**src/rtl/fsm_counter_param_pkg.sv**
```systemverilog
// Shared definitions for the parametrised counter-FSM: terminal-mode encodings
// and a range clamp helper.
package fsm_counter_param_pkg;

  localparam logic [1:0] MODE_WRAP = 2'b00;
  localparam logic [1:0] MODE_SAT  = 2'b01;
  localparam logic [1:0] MODE_LOOP = 2'b10;
  localparam logic [1:0] MODE_HOLD = 2'b11;

  // Limit v to the closed range [lo, hi].
  function automatic int clamp_int(input int v, input int lo, input int hi);
    if (v < lo) return lo;
    if (v > hi) return hi;
    return v;
  endfunction

endpackage

```
**src/rtl/fsm_dff.sv**
```systemverilog
// Width-parametrised D flip-flop with asynchronous active-high reset to RST_VAL.
module fsm_dff #(
  parameter int unsigned W                 = 1,
  parameter logic [W-1:0] RST_VAL          = '0
) (
  input  logic         clk,
  input  logic         Re,
  input  logic [W-1:0] d,
  output logic [W-1:0] q
);

  always_ff @(posedge clk or posedge Re) begin
    if (Re) q <= RST_VAL;
    else    q <= d;
  end

endmodule

```
**src/rtl/fsm_next_state.sv**
```systemverilog
// Combinational next-count, terminal-pulse and sticky-flag logic for the
// counter-FSM. Bounds are checked before stepping, so no native overflow occurs.
module fsm_next_state
  import fsm_counter_param_pkg::*;
#(
  parameter int unsigned WIDTH   = 3,
  parameter int          MIN     = 0,
  parameter int          MAX     = 7,
  parameter int          LOOP_LO = 5
) (
  input  logic [WIDTH-1:0] q_i,
  input  logic             ovf_i,
  input  logic             en_i,
  input  logic             w_i,
  input  logic [1:0]       mode_i,
  input  logic             ld_i,
  input  logic [WIDTH-1:0] ld_val_i,
  output logic [WIDTH-1:0] q_d_c,
  output logic             z_d_c,
  output logic             ovf_d_c
);

  localparam logic [WIDTH-1:0] MIN_V  = WIDTH'(MIN);
  localparam logic [WIDTH-1:0] MAX_V  = WIDTH'(MAX);
  localparam logic [WIDTH-1:0] LOOP_V = WIDTH'(LOOP_LO);

  // Signed 32-bit views keep the range compares free of constant-result warnings.
  int q_int;
  int ld_int;
  assign q_int  = int'(q_i);
  assign ld_int = int'(ld_val_i);

  always_comb begin
    q_d_c   = q_i;
    z_d_c   = 1'b0;
    ovf_d_c = ovf_i;
    if (ld_i) begin
      q_d_c   = WIDTH'(clamp_int(ld_int, MIN, MAX));
      ovf_d_c = 1'b0;
    end else if (en_i && (mode_i != MODE_HOLD)) begin
      if ((q_int < MIN) || (q_int > MAX)) begin
        q_d_c = MIN_V;
      end else if (w_i) begin
        if (q_int < MAX) begin
          q_d_c = q_i + WIDTH'(1);
        end else begin
          z_d_c   = 1'b1;
          ovf_d_c = 1'b1;
          case (mode_i)
            MODE_WRAP: q_d_c = MIN_V;
            MODE_LOOP: q_d_c = LOOP_V;
            default:   q_d_c = MAX_V;
          endcase
        end
      end else begin
        if (q_int > MIN) begin
          q_d_c = q_i - WIDTH'(1);
        end else begin
          z_d_c   = 1'b1;
          ovf_d_c = 1'b1;
          q_d_c   = (mode_i == MODE_WRAP) ? MAX_V : MIN_V;
        end
      end
    end
  end

endmodule

```
**src/rtl/fsm_counter_param.sv**
```systemverilog
// Registered, range-configurable counter-FSM with direction, load, enable and
// run-time terminal mode (wrap / saturate / loop-back / hold).
module fsm_counter_param
  import fsm_counter_param_pkg::*;
#(
  parameter int unsigned WIDTH   = 3,
  parameter int          MIN     = 0,
  parameter int          MAX     = 7,
  parameter int          LOOP_LO = 5
) (
  input  logic             clk,
  input  logic             Re,
  input  logic             en,
  input  logic             w,
  input  logic [1:0]       mode,
  input  logic             ld,
  input  logic [WIDTH-1:0] ld_val,
  output logic [WIDTH-1:0] q,
  output logic             z,
  output logic             ovf
);

  logic [WIDTH-1:0] cnt_q, cnt_d;
  logic             z_q, z_d;
  logic             ovf_q, ovf_d;

  // Next-state logic.
  fsm_next_state #(
    .WIDTH   (WIDTH),
    .MIN     (MIN),
    .MAX     (MAX),
    .LOOP_LO (LOOP_LO)
  ) u_next (
    .q_i      (cnt_q),
    .ovf_i    (ovf_q),
    .en_i     (en),
    .w_i      (w),
    .mode_i   (mode),
    .ld_i     (ld),
    .ld_val_i (ld_val),
    .q_d_c    (cnt_d),
    .z_d_c    (z_d),
    .ovf_d_c  (ovf_d)
  );

  // State and flag registers.
  fsm_dff #(.W(WIDTH), .RST_VAL(WIDTH'(MIN))) u_cnt (
    .clk (clk), .Re (Re), .d (cnt_d), .q (cnt_q)
  );
  fsm_dff #(.W(1), .RST_VAL(1'b0)) u_z (
    .clk (clk), .Re (Re), .d (z_d), .q (z_q)
  );
  fsm_dff #(.W(1), .RST_VAL(1'b0)) u_ovf (
    .clk (clk), .Re (Re), .d (ovf_d), .q (ovf_q)
  );

  // Outputs come straight from the flops.
  always_comb begin
    q   = cnt_q;
    z   = z_q;
    ovf = ovf_q;
  end

endmodule

```
**config.mk**
```make
export PLATFORM = sky130hd
export DESIGN_NAME = fsm_counter_param
export DESIGN_NICKNAME = d
export VERILOG_FILES = /design/src/rtl/fsm_counter_param_pkg.sv /design/src/rtl/fsm_dff.sv /design/src/rtl/fsm_next_state.sv /design/src/rtl/fsm_counter_param.sv
export SDC_FILE = /design/constraint.sdc
export NUM_CORES = 1
export LEC_CHECK = 0
export ABC_AREA = 1
export CAP_MARGIN = 0
export CORE_AREA = 4 4 41 43
export DETAILED_ROUTE_END_ITERATION = 8
export DIE_AREA = 0 0 45 47
export PLACE_DENSITY = 0.74
export SLEW_MARGIN = 15
export SYNTH_ARGS = -nofsm -noshare
export SYNTH_HDL_FRONTEND = slang
export SYNTH_SLANG_ARGS = --single-unit
```
**constraint.sdc**
```tcl
create_clock -name clk -period 1.4 [get_ports clk]
set_input_delay 0.35 -clock clk [delete_from_list [all_inputs] [get_ports clk]]
set_output_delay 0.35 -clock clk [all_outputs]
set_load 0.005 [all_outputs]
```
Word level (Yosys, flattened, before mapping)
Index checks and enable logic that the tools add are counted.

Bits in registers: 5. Latch bits: 0. RAM bits: 0. ROM bits: 0. Input port bits: 10. Output and inout port bits: 5. Logic and storage cells: 49. Memories: 0.

Add/subtract/negate cells: 2. $mul: 0. Divide/modulo/power cells: 0. $lt $le $gt $ge: 6. Equal/unequal tests: 5. Shift operators: 0. Muxes and demuxes: 28. Bitwise logic cells: 0. Reductions and logical operators: 5.

Operators with widths (count): 3-bit two-way mux (10); 1-bit two-way mux (17); 3-bit > comparator (second input constant) (2); 3-bit by 1-bit less-than comparator with 1-bit output (second input constant) (2); 3-bit inequality test (second input constant) (2); 3-bit one-hot mux with 2 select lines (1); 2-bit inequality test (second input constant) (2); 4-bit AND reduction (1); 3-bit by 1-bit adder with 3-bit output (second input constant) (1); 3-bit by 1-bit > comparator with 1-bit output (second input constant) (1); 3-bit less-than comparator (second input constant) (1); 3-bit by 1-bit subtractor with 3-bit output (second input constant) (1); 2-bit equality test (second input constant) (1); 2-bit zero test (1); 2-bit nonzero test (1); 1-bit logical AND (1); 1-bit logical OR (1).

Logic depth before layout (Yosys ltp)
Word-level depth: 8. Mapped depth: 8. Gate-level depth less buffers: 8.

Cells and area by module
Synthesis repeated with hierarchy kept, for this count alone.

Cell total of the unflattened synthesis: 60. Area total of the unflattened synthesis: 416.6 um^2.

Modules (own cells, without submodules): fsm_next_state (instances 1, cells each 52, area an instance 280.3 um^2, sequential area each 0.0 um^2); fsm_dff at u_cnt (instances 1, cells each 4, area an instance 78.8 um^2, sequential area each 75.1 um^2); fsm_dff at u_ovf ... (instances 2, cells each 2, area an instance 28.8 um^2, sequential area each 25.0 um^2).

Worst setup path after synthesis
No wires, ideal clock.

Path kind: register to register. Start: register u_cnt.q[0]. End: register u_cnt.q[2]. Setup time: 0.118 ns. Arrival time: 1.274 ns. Data required time: 1.282 ns. Setup slack: 0.008 ns. Cell stages (with the launch flop): 9. Buffers on the path: 0. Clock period less this slack: 1.392 ns. Path through: dfrtp_1 > ha_1 > ha_1 > inv_1 > nand4_1 > nand2_1 > nor2_8 > nand4_1 > nand2_1.

Longest elaborated chain between the ends: 6. Elaborated cells between the ends (all ways): 13. Classes of those cells: add/sub: 2; order compare: 4; mux: 6; reduce/logical: 1.

Ends and longest elaborated chain: start, declared (RTL line fsm_dff.sv:9) `output logic [W-1:0] q`; start signal, assigned (RTL line fsm_dff.sv:13) `if (Re) q <= RST_VAL;`; start signal, assigned (RTL line fsm_dff.sv:14) `else q <= d;`; 3-bit by 1-bit subtractor with 3-bit output (tied with other cells) (RTL line fsm_next_state.sv:57) `q_d_c = q_i - WIDTH'(1);`; 3-bit two-way mux (on tied branches) (RTL line fsm_next_state.sv:56, fsm_next_state.sv:44); 3-bit two-way mux (RTL line fsm_next_state.sv:43) `end else if (w_i) begin`; 3-bit two-way mux (*) (RTL line fsm_next_state.sv:41) `if ((q_int < MIN) || (q_int > MAX)) begin`; 3-bit two-way mux (*) (RTL line fsm_next_state.sv:40) `end else if (en_i && (mode_i != MODE_HOLD)) begin`; 3-bit two-way mux (*) (RTL line fsm_next_state.sv:37) `if (ld_i) begin`.

Mark *: on every way between the ends. The rest lies on a longest branch, timed or not. The select of a mux whose other input is x is not followed. A chain may end at the register's enable or synchronous reset.

Worst setup path in the final report
Start: register u_cnt.q[1]. End: output port q[1].

RTL lines: end, declared (RTL line fsm_counter_param.sv:18) `output logic [WIDTH-1:0] q,`.

No word-level cell between the ends.

==> flow_metrics.env <==
export IMPL_cts_root_buf="clkbuf_4"
export IMPL_cts_tree="yes"
export IMPL_placed_area_um2=694
export IMPL_status="complete, no violations"
export IMPL_drt_wl_total_um=1100
export IMPL_reg2reg_setup_slack_ns=0.06
export IMPL_rsz0062_at_grt="true"
export IMPL_crit_arrival_ns=1.02
export IMPL_gr_usage_met3_pct=2.30
export IMPL_utilization_pct=56.5
export IMPL_pwr_density_cell_nw_per_um2=954
export IMPL_path_cells="buf_4 -> dlygate4sd2_1"
export IMPL_crit_path_start_kind="flop"
export IMPL_synth_seq_cells=5
export IMPL_finalCriticalPeriod_ns=1.37
export IMPL_finClkSkew_ns=0.00300
export IMPL_postSynthCellCount=61
export IMPL_die_area_um2=2120
export IMPL_final_cell_area_um2=736
export IMPL_io_buffers=14
export IMPL_grt_pass1_vias=455
export IMPL_pwr_share_comb_pct=50.9
export IMPL_antenna_found_initial=0
export IMPL_crit_type="flop to output port"
export IMPL_slew_violations=0
export IMPL_finalSetupViolCount=0
export IMPL_synth_seq_area_share_pct=27.6
export IMPL_cts_sinks=5
export IMPL_gp_congestion=0.819
export IMPL_dp_hpwl_um=1010
export IMPL_drt_iter0_markers=3
export IMPL_num_fill_cells=128
export IMPL_finalHoldViolations=0
export IMPL_syn_avg_cell_area_um2=7.43
export IMPL_finish_net_count=105
export IMPL_ir_worst_vdd_uv=414
export IMPL_switchingPower_mw=0.249
export IMPL_wire_per_inst_um=10.4
export IMPL_finalCritPeriodShare_pct=98.1
export IMPL_cpMaxStageDelayCell="dfrtp_1"
export IMPL_multi_input_area_um2=297
export IMPL_clk_latency_ns=0.24
export IMPL_reg2reg_from="u_cnt.q[1]"
export IMPL_p_clk_share_pct=23.1
export IMPL_seqPwrFrac_pct=26.0
export IMPL_r2r_end="u_cnt.q[0]"
export IMPL_grt_pass1_wl_um=1770
export IMPL_h_tree_depth=1
export IMPL_synth_nets=75
export IMPL_worstPathMaxFanout=4
export IMPL_grt_usage_pct=12.0
export IMPL_final_antenna_net_count=0
export IMPL_numCtsBuffers=3
export IMPL_sw_frac_of_total_pct=35.4
export IMPL_grt_use_met1_pct=14.2
export IMPL_cp_slowest_stage_delay_ns=0.37
export IMPL_report_power_total_mw=0.702
export IMPL_n_antenna_cell=0
export IMPL_ctsHoldBuffers=0
export IMPL_vias_per_cell=4.58
export IMPL_intPower_mw=0.453
export IMPL_required_ns=1.05
export IMPL_initial_utilization_pct=34.8
export IMPL_reg2reg_depth=9
export IMPL_hold_path_class="input port to asynchronous set/reset pin"
export IMPL_dr_pass1_iters=4
export IMPL_grt_max_degree=7
export IMPL_fp_dieW_um=45
export IMPL_busiest_layer="met2"
export IMPL_via_count=481
export IMPL_clk_pin_slew_worst_paths_ns=0.04
export IMPL_fp_row_count=13
export IMPL_io_pins=15
export IMPL_endpoint_kind="output port"
export IMPL_p_leak_nw=0.386
export IMPL_clockBufferDepth=2
export IMPL_design_core_area_um2=1300
export IMPL_remaining_drc_errors=0
export IMPL_grt_ovfl_total=0
export IMPL_relSlewSlack_pct=85.9
export IMPL_layout_drive_gt1_share_pct=35.6
export IMPL_drv_cap=0
export IMPL_use_met2_pct=20.3
export IMPL_regArea_um2=125
export IMPL_synthDistinctLibCells=20
export IMPL_yosys_warnings=0
export IMPL_syn_area_um2=453
export IMPL_die_y_um=47
export IMPL_synthToLayoutAreaGrowth_pct=62.4
export IMPL_fmax_ghz=0.728
export IMPL_worstMarginPinSlew_ns=0.209
synth_stat cells:
library cell	n	area [um^2]
nand3_1	2	10.0
nand4_1	5	31.3
dfrtp_1	5	125
o21ai_1	2	10.0
nand2_2	3	18.8
nor2_1	3	11.3
inv_2	3	11.3
or2_1	1	6.26
nand3_2	2	20.0
a21oi_2	1	8.76
nor2_8	1	20.0
ha_1	4	50.1
o21bai_1	1	7.51
nor2_2	1	6.26
o21ai_2	1	8.76
nand2_1	12	45.0
o21ai_0	2	10.0
a21boi_0	1	7.51
nand3b_1	1	7.51
inv_1	10	37.5
power by group through the flow:
stage                     registers (mW)  clock network [mW]  logic (mW)
after global placement             0.184                   0       0.357
final                              0.183               0.162       0.357
after CTS                          0.183               0.168       0.354
after detailed placement           0.185                   0       0.366
after global routing               0.186               0.188       0.401
after floorplan                    0.204                   0       0.164
cells by family after synthesis:
| logic type | Yosys count | share of synthesized area [%] |
|---|---|---|
| AO/OA/AOI/OAI | 8 | 11.6 |
| adder cells (fa/ha/maj) | 4 | 11.1 |
| buffers and inverters | 13 | 10.8 |
| flip-flops | 5 | 27.6 |
| AND/OR/NAND/NOR | 31 | 39.0 |
worst max-delay path by stage:
| stage | end | slack (ns) | startpoint |
|---|---|---|---|
| after floorplan | u_cnt.q[2] | 0.008 | u_cnt.q[0] |
| after global placement | u_cnt.q[0] | -0.11 | ld |
| after detailed placement | u_cnt.q[0] | -0.16 | ld |
| after CTS | u_cnt.q[2] | 0.005 | u_cnt.q[1] |
| after global routing | u_cnt.q[0] | -0.03 | u_cnt.q[0] |
| final | q[1] | 0.03 | u_cnt.q[1] |
routing by layer:
layer  routed length, um  vias up
met5                   0        -
met4                   0        0
met3                  54        0
met2                 575       12
met1                 465      210
li1                    -      259
through the flow:
| step | worst slack [ns] | TNS [ns] | instances | hold WS [ns] |
|---|---|---|---|---|
| 6_report | 0.0269 | 0 | 105 | 0.309 |
| 5_1_grt | -0.0270 | -0.0615 | 105 | 0.310 |
| 4_1_cts | 0.00471 | 0 | 105 | 0.309 |
| 3_5_place_dp | -0.159 | -0.415 | 101 | 0.488 |
| 3_3_place_gp | -0.110 | -0.311 | 101 | 0.483 |
| 2_1_floorplan | 0.00783 | 0 | 61 | 0.129 |
cells in the final DEF (no fill, tap or decap), types with 3 or more instances in the layout:
cell / n
clkbuf_4: 3
nand2_1: 10
clkdlybuf4s50_1: 9
inv_2: 4
buf_4: 11
nand4_1: 5
nor2_1: 3
dlygate4sd2_1: 4
inv_1: 9
ha_2: 3
dfrtp_1: 5
nand2_2: 5
flip-flops by register name, summed over array words and instances (netlist names):
signal,flops
u_cnt.q,3
u_ovf.q,1
u_z.q,1
critical path, delay by kind of cell, from the launching register on:
family / cells / cell delay, ns
buffers and inverters: 2 / 0.42
DFF: 1 / 0.37
area by class of cell:
cell class	count	area share, %
Multi-Input combinational cell	43	40.3
Clock buffer	4	3.57
Sequential cell	5	17.0
Timing Repair Buffer	25	29.9
Tap cell	15	2.55
Inverter	13	6.63
what timing repair did:
| item | in CTS | in global routing |
|---|---|---|
| gates resized for setup | 5 | 7 |
| endpoints found under the setup margin | 6 | 8 |
| setup buffers | 0 | 0 |
| pin swaps | 0 | 3 |
Note: power is estimated with default switching activity, not from simulation.
